`config.mk`:
```
export PLATFORM = sky130hd
export DESIGN_NAME = fifo_serial_tx
export DESIGN_NICKNAME = d
export VERILOG_FILES = /design/src/rtl/fifo_serial_pkg.sv /design/src/rtl/fifo_serial_tx_baud_tick.sv /design/src/rtl/fifo_serial_tx.sv
export SDC_FILE = /design/constraint.sdc
export NUM_CORES = 1
export LEC_CHECK = 0
export BUFFER_PORTS_ARGS = -buffer_cell sky130_fd_sc_hd__buf_2
export CAP_MARGIN = 20
export CORE_ASPECT_RATIO = 1.4
export CORE_UTILIZATION = 55
export CTS_CLUSTER_DIAMETER = 40
export DETAILED_ROUTE_END_ITERATION = 7
export PLACE_DENSITY = 0.79
export RECOVER_POWER = 100
export SLEW_MARGIN = 20
export SYNTH_ARGS = -nofsm -noshare
export SYNTH_HDL_FRONTEND = slang
export SYNTH_SLANG_ARGS = --single-unit
```
`constraint.sdc`:
```
create_clock -name clk -period 2 [get_ports clk]
set_input_delay 0.3 -clock clk [delete_from_list [all_inputs] [get_ports clk]]
set_output_delay 0.3 -clock clk [all_outputs]
set_load 0.02 [all_outputs]
```
`src/rtl/fifo_serial_pkg.sv`:
```
// Shared definitions for the FIFO-drained serial transmitter (and later the receive side).
// Holds the FSM encoding and the frame-length helper.
package fifo_serial_pkg;

  typedef enum logic [2:0] {
    IDLE   = 3'd0,
    START  = 3'd1,
    DATA   = 3'd2,
    PARITY = 3'd3,
    STOP   = 3'd4
  } state_t;

  // Clock cycles occupied by one complete frame on the line.
  function automatic int frame_clks(input int data_width, input int clks_per_bit,
                                    input int parity_en, input int stop_bits);
    return (1 + data_width + parity_en + stop_bits) * clks_per_bit;
  endfunction

  localparam int FRAME_CLKS_8N1 = frame_clks(8, 16, 0, 1);

endpackage

```
`src/rtl/fifo_serial_tx_baud_tick.sv`:
```
// Bit-period timer: counts 0..CLKS_PER_BIT-1 and flags the last cycle of each bit.
// A synchronous clear restarts the period; shared with the receive path.
module baud_tick #(
  parameter int CLKS_PER_BIT = 16,
  parameter int CNT_W        = $clog2(CLKS_PER_BIT)
) (
  input  logic clk,
  input  logic rstn,
  input  logic clr,
  output logic tick
);

  localparam logic [CNT_W-1:0] LAST = CNT_W'(CLKS_PER_BIT - 1);

  logic [CNT_W-1:0] tick_cnt;

  assign tick = (tick_cnt == LAST);

  always_ff @(posedge clk) begin
    if (!rstn || clr) begin
      tick_cnt <= '0;
    end else if (tick) begin
      tick_cnt <= '0;
    end else begin
      tick_cnt <= tick_cnt + CNT_W'(1);
    end
  end

endmodule

```
`src/rtl/fifo_serial_tx.sv`:
```
// Pops words from a first-word-fall-through FIFO and sends them as async serial frames:
// start, DATA_WIDTH bits LSB first, optional parity, STOP_BITS stop bits.
module fifo_serial_tx
  import fifo_serial_pkg::*;
#(
  parameter int DATA_WIDTH   = 8,
  parameter int CLKS_PER_BIT = 16,
  parameter int PARITY_EN    = 0,
  parameter int PARITY_ODD   = 0,
  parameter int STOP_BITS    = 1
) (
  input  logic                  clk,
  input  logic                  rstn,
  input  logic                  enable,
  input  logic                  fifo_empty,
  input  logic [DATA_WIDTH-1:0] fifo_data,
  output logic                  fifo_deq,
  output logic                  tx,
  output logic                  busy,
  output logic                  frame_done
);

  localparam int   TICK_W  = $clog2(CLKS_PER_BIT);
  localparam int   BIT_W   = $clog2(DATA_WIDTH + 1);
  localparam logic PAR_EN  = (PARITY_EN != 0);
  localparam logic ODD_BIT = (PARITY_ODD != 0);
  localparam logic [BIT_W-1:0] LAST_DATA = BIT_W'(DATA_WIDTH - 1);
  localparam logic [BIT_W-1:0] LAST_STOP = BIT_W'(STOP_BITS - 1);

  state_t                  state, state_nxt;
  logic [DATA_WIDTH-1:0]   shift, shift_nxt;
  logic                    par, par_nxt;
  logic [BIT_W-1:0]        bit_cnt, bit_cnt_nxt;
  logic                    tx_nxt;
  logic                    tick, tick_clr;
  logic                    bit_end, last_stop, load;

  // The bit timer is held at zero while idle and restarted on every load,
  // so each frame's start bit gets a full period.
  assign tick_clr = load | (state == IDLE);

  baud_tick #(
    .CLKS_PER_BIT (CLKS_PER_BIT),
    .CNT_W        (TICK_W)
  ) u_baud_tick (
    .clk  (clk),
    .rstn (rstn),
    .clr  (tick_clr),
    .tick (tick)
  );

  assign bit_end   = tick & (state != IDLE);
  assign last_stop = (state == STOP) & bit_end & (bit_cnt == LAST_STOP);
  assign load      = rstn & enable & ~fifo_empty & ((state == IDLE) | last_stop);

  assign fifo_deq   = load;
  assign frame_done = rstn & last_stop;
  assign busy       = (state != IDLE);

  always_comb begin
    state_nxt   = state;
    shift_nxt   = shift;
    par_nxt     = par;
    bit_cnt_nxt = bit_cnt;
    tx_nxt      = 1'b1;

    if (load) begin
      shift_nxt   = fifo_data;
      par_nxt     = (^fifo_data) ^ ODD_BIT;
      state_nxt   = START;
      bit_cnt_nxt = '0;
    end else begin
      case (state)
        IDLE: ;
        START: begin
          if (bit_end) begin
            state_nxt   = DATA;
            bit_cnt_nxt = '0;
          end
        end
        DATA: begin
          if (bit_end) begin
            shift_nxt = shift >> 1;
            if (bit_cnt == LAST_DATA) begin
              bit_cnt_nxt = '0;
              state_nxt   = PAR_EN ? PARITY : STOP;
            end else begin
              bit_cnt_nxt = bit_cnt + BIT_W'(1);
            end
          end
        end
        PARITY: begin
          if (bit_end) begin
            state_nxt   = STOP;
            bit_cnt_nxt = '0;
          end
        end
        STOP: begin
          if (bit_end) begin
            if (bit_cnt == LAST_STOP) begin
              state_nxt   = IDLE;
              bit_cnt_nxt = '0;
            end else begin
              bit_cnt_nxt = bit_cnt + BIT_W'(1);
            end
          end
        end
        default: begin
          state_nxt   = IDLE;
          bit_cnt_nxt = '0;
        end
      endcase
    end

    // The line is registered, so it is driven from the state being entered.
    case (state_nxt)
      START:   tx_nxt = 1'b0;
      DATA:    tx_nxt = shift_nxt[0];
      PARITY:  tx_nxt = par_nxt;
      default: tx_nxt = 1'b1;
    endcase
  end

  always_ff @(posedge clk) begin
    if (!rstn) begin
      state   <= IDLE;
      bit_cnt <= '0;
      tx      <= 1'b1;
    end else begin
      state   <= state_nxt;
      bit_cnt <= bit_cnt_nxt;
      tx      <= tx_nxt;
    end
  end

  always_ff @(posedge clk) begin
    shift <= shift_nxt;
    par   <= par_nxt;
  end

endmodule
```
* Yosys cells after proc, flatten, opt, wreduce, memory -nomap -nowiden
Cells that the tools add are included. W data, S select, Z words.
Cells by class: add/sub/neg operators 2, equal/unequal tests 12, muxes and demuxes 19, bitwise logic cells 12, reductions and logical operators 13
Operator list (number):
- $mux W8 | 3
- $mux W3 | 7
- $mux W4 | 5
- $pmux W4 S4 | 1
- $pmux W3 S5 | 1
- $eq A3 B2 Y1 const B | 4
- $add A4 B1 Y4 const B | 2
- $reduce_xor A8 Y1 | 1
- $and A1 B1 Y1 | 7
- $eq A3 B1 Y1 const B | 2
- $reduce_or A2 Y1 | 3
- $eq A4 B3 Y1 const B | 1
- $eq A4 B4 Y1 const B | 1
- $logic_not A4 Y1 | 1
- $ne A2 B2 Y1 const B | 2
- $reduce_and A4 Y1 | 1
- $reduce_bool A2 Y1 | 2
- $eq A3 B3 Y1 const B | 1
- $logic_not A3 Y1 | 1
- $not A1 Y1 | 3
- $pmux W1 S3 | 1
- $reduce_bool A3 Y1 | 1
- $ne A2 B1 Y1 const B | 1
- $or A1 B1 Y1 | 2
- other kinds (4) | 4
Storage, ports and cells: register bits 21, input bits 12, output and inout bits 4, logic and storage cells 65

* Longest topological paths before layout
depth in word-level cells 9, depth in mapped cells 8, gate-level depth less buffers 7

* Cells and area by module
Synthesis repeated with hierarchy kept, for this count alone.
Second synthesis, totals: cell total of the unflattened synthesis 115, area total of the unflattened synthesis 1182.4 um^2
Modules (own cells, without submodules):
- fifo_serial_tx | instances 1, cells an instance 100, area each 1019.7 um^2, sequential area each 410.4 um^2
- baud_tick | instances 1, cells an instance 15, area each 162.7 um^2, sequential area each 80.1 um^2

* Worst setup path after synthesis
Ideal clock, no wire load.
kind reg2reg, start register u_baud_tick.tick_cnt[0], end register shift[0], setup time 0.121 ns, data arrival time 1.597 ns, required time 1.879 ns, path slack 0.283 ns, cell stages (with the launch flop) 6, buffers on the path 0, period minus slack after synthesis 1.717 ns, path through dfxtp_1 ha_1 nand3_2 nor3_4 mux2_1 mux2_2
Between the ends: cells in the longest elaborated chain, start to end 7, elaborated cells on any way between the ends 9, classes of those cells 1 x eq/ne; 3 x mux; 5 x bitwise
Ends and longest elaborated chain:
- from (decl) | RTL line fifo_serial_tx_baud_tick.sv:15 | logic [CNT_W-1:0] tick_cnt;
- from (signal assigned) | RTL line fifo_serial_tx_baud_tick.sv:25 | tick_cnt <= tick_cnt + CNT_W'(1);
- $eq A4 B4 Y1 * | RTL line fifo_serial_tx_baud_tick.sv:17 | assign tick = (tick_cnt == LAST);
- $and A1 B1 Y1 * | RTL line fifo_serial_tx.sv:52 | assign bit_end = tick & (state != IDLE);
- $and A1 B1 Y1 (2 in series) | RTL line fifo_serial_tx.sv:53 | assign last_stop = (state == STOP) & bit_end & (bit_cnt == LAST_STOP);
- $or A1 B1 Y1 | RTL line fifo_serial_tx.sv:54 | assign load = rstn & enable & ~fifo_empty & ((state == IDLE) | last_stop);
- $and A1 B1 Y1 | RTL line fifo_serial_tx.sv:54
- $mux W8 * | RTL line fifo_serial_tx.sv:67 | if (load) begin
- net shift_nxt[0] | RTL line fifo_serial_tx.sv:31 | logic [DATA_WIDTH-1:0] shift, shift_nxt;
- to (signal assigned) | RTL line fifo_serial_tx.sv:137 | shift <= shift_nxt;
- to (decl) | RTL line fifo_serial_tx.sv:31
The timed path passes the listed nets; every way through them passes the cells marked *. The select of a mux whose other input is x is not followed. A chain may end at the register's enable or synchronous reset.

* Final worst setup path
start register bit_cnt[0], end output fifo_deq
Between the ends: cells in the longest elaborated chain, start to end 4
Ends and longest elaborated chain:
- from (decl) | RTL line fifo_serial_tx.sv:33 | logic [BIT_W-1:0] bit_cnt, bit_cnt_nxt;
- from (signal assigned) | RTL line fifo_serial_tx.sv:131 | bit_cnt <= bit_cnt_nxt;
- $logic_not A4 Y1 | RTL line fifo_serial_tx.sv:53
- $and A1 B1 Y1 | RTL line fifo_serial_tx.sv:53
- $or A1 B1 Y1 | RTL line fifo_serial_tx.sv:54
- $and A1 B1 Y1 | RTL line fifo_serial_tx.sv:54
- to (decl) | RTL line fifo_serial_tx.sv:17 | output logic fifo_deq,
No other way between the ends.

==> out/results.txt <==
Fin crit share = 0.948
Antenna diode count = 0
# Max-Cap Violations = 0
Synth Area in Simple Gates = 0.217
Vias in the first global route = 891
First-pass GRT wire length = 3460 um
Hold Fails Final Rpt = 0
Clock Skew = 0.00861 ns
Worst-case clock buffer depth = 2
IO buf count = 15
FFs w/ async S/R, synth = 0
Mux share of post-synthesis cell area = 0.0199
Setup CP Type = reg -> out
Initial Util = 0.580
CP Capture Type = primary output
Min-Delay Path Depth = 2
Pleak = 0.465 nW
Post-synth EDFFs = 7
Area of the multi-input gates = 608 um2
Avg Cell Area, Syn = 9.74 um2
Synth Area in XOR/XNOR = 0.0698
Initial antenna violation count = 0
Filler instances = 172
Post-route ant nets = 0
Fraction of layout cells with a size suffix above 1 = 0.232
Drt pass-1 iters = 4
Sequential share of the synthesized area = 0.434
Final global-route overflow total = 0
Synth area leader = dfxtp_1
Die Footprint = 2240 um2
Post-Synth Adder-Cell Area = 0.0432
Vias = 937
Count leader, synth = nor2_1
Clock transition at the registers of the reported paths = 0.10 ns
Busiest grt layer = met2
Drt wl/cell = 15.1 um
DP HPWL = 1840 um
Syn Inst Count = 116
CTS Root Cell = clkbuf_4
CP Data Arrival Time = 1.60 ns
Netlist Area Pre-Place = 1130 um2
Htree depth = 1
Grt met3 use = 0.0640
I/O Pins = 16
Synth Area in Compound Gates = 0.185
Via-to-Cell Ratio = 5.89
Area fraction of the dominant cell type after synthesis = 0.248
CTS tree = yes
Rows = 19
Min-delay src = rstn
Largest family of logic cells by synthesized area = simple AND/OR/NAND/NOR gates
P&R area growth vs syn = 13.4%
Slew headroom = 0.765
Reg2Reg Setup Slack = 0.12 ns
Unrepaired setup endpoints after global routing = false
FF+latch count, synth = 21
Final Max Slew Viols = 0
Post-CTS Hold Buffers = 0
Slew @ Worst Pin = 0.351 ns
Startpoint types = flip-flop
HP Class = in -> reg
Global-route met2 utilization = 0.410
Gpl congestion = 0.789
CTS Buf Count = 3
Nets = 154
Die W = 40.3 um
Largest net degree at the start of global routing = 14
Core Area = 1950 um2
Max FO, Critical Path = 4
Clk Latency, worst-skew pair = 0.31 ns
Die H = 55.6 um
Setup TNS Final = 0 ns
Max Fclk = 527 MHz
Yosys Warn Count = 0
Register area = 492 um2
Detailed Route WL = 2400 um
PwrDens = 608 nW/um2
Mapped Nets = 131
Hold Path Sink = tx
CTS Sinks = 21
Worst Path Required = 1.70 ns
Number of library cell types mapped by synthesis = 42
Worst VDD drop = 565 uV
GRT Total Usage = 0.227
Status = complete, no violations
Synth Flop Type = dfxtp_1
Remaining DRCs = 0
Synth cell count leaders = 16 x nor2_1, 14 x dfxtp_1, 8 x nand2_1, 8 x xnor2_1
GR Util met1 = 0.208
R2R Path End = shift[3]
R2R depth = 7
Min Tclk post-route = 1.90 ns
Largest cells by area after synthesis = dfxtp_1 25%, edfxtp_1 19%, xnor2_1 6.2%
# setup viols final = 0
Hold_ws = 0.234 ns
RR Startpoint = u_baud_tick.tick_cnt[0]
Initial DRC Count = 25
==> critical path, stage by stage, from the launching register on <==
cell and delay, ns:
dfxtp_1 0.35, inv_1 0.08, ha_1 0.18, nor3b_4 0.25, nand2_2 0.12, a21oi_4 0.14, clkbuf_2 0.18
==> state kept, by name (all words and copies together) (netlist names) <==
name                  flops
bit_cnt                   4
par                       1
shift                     8
state                     3
tx                        1
u_baud_tick.tick_cnt      4
==> per-layer routing <==
layer  vias to the layer above  part of all wire
li1                        466                 -
met1                       444              0.38
met2                        19              0.56
met3                         8             0.032
met4                         0             0.031
met5                         -                 0
==> metrics by stage <==
stage | total power, mW | util | worst slack [ns] | area [um2] | cells
after floorplan | 0.547 | - | 0.283 | 1130 | 116
after global placement | 0.577 | 0.641 | 0.221 | 1250 | 154
after detailed placement | 0.585 | 0.641 | 0.133 | 1250 | 154
after CTS | 0.786 | 0.662 | 0.0717 | 1290 | 159
after global routing | 0.809 | 0.657 | 0.0188 | 1280 | 159
final | 0.779 | 0.657 | 0.104 | 1280 | 159
==> cell type report <==
class                   instances  area share
well taps                      21      0.0205
flip-flops and latches         21       0.384
repair buffers                 20      0.0830
clock buffers                   4      0.0205
multi-input cells              87       0.475
inverters                       6      0.0176
==> cell families after synthesis <==
logic type	count (synthesis)
AOI/OAI and AO/OA	28
xor gates and xnor gates	9
adders and majority gates	4
buffers and inverters	8
DFF	21
muxes	2
and+or+nand+nor	44
==> layout by cell type, fill, tap and decap left out, types with 2 or more instances in the layout <==
cell type   n
nor2_1     16
dfxtp_1    13
buf_2      12
xnor2_1     8
nand2_1     7
a22o_1      7
edfxtp_1    7
inv_1       6
nand3_1     4
clkbuf_1    4
buf_4       4
a21oi_1     3
ha_1        3
clkbuf_4    3
and2_1      2
o21bai_1    2
nand2b_1    2
a31oi_1     2
o211ai_1    2
o21ai_0     2
==> power breakdown <==
| group | internal, mW | switching, mW |
|---|---|---|
| sequential | 0.460 | 0.00898 |
| combinational | 0.0511 | 0.0564 |
| clock | 0.0779 | 0.124 |
==> worst max path at each step <==
stage	cells after the start	start	end	slack [ns]
after floorplan	5	u_baud_tick.tick_cnt[0]	shift[0]	0.28
after global placement	5	u_baud_tick.tick_cnt[0]	shift[2]	0.22
after detailed placement	5	u_baud_tick.tick_cnt[0]	shift[2]	0.13
after CTS	5	u_baud_tick.tick_cnt[0]	fifo_deq	0.07
after global routing	5	u_baud_tick.tick_cnt[1]	frame_done	0.02
final	6	bit_cnt[0]	fifo_deq	0.10
==> timing repair <==
action,CTS,global route
hold endpoints to repair,0,0
setup buffers,1,0
gates resized for setup,1,4
pin swaps,1,0
endpoints found under the setup margin,1,2
(Power assumes the default switching activity.)
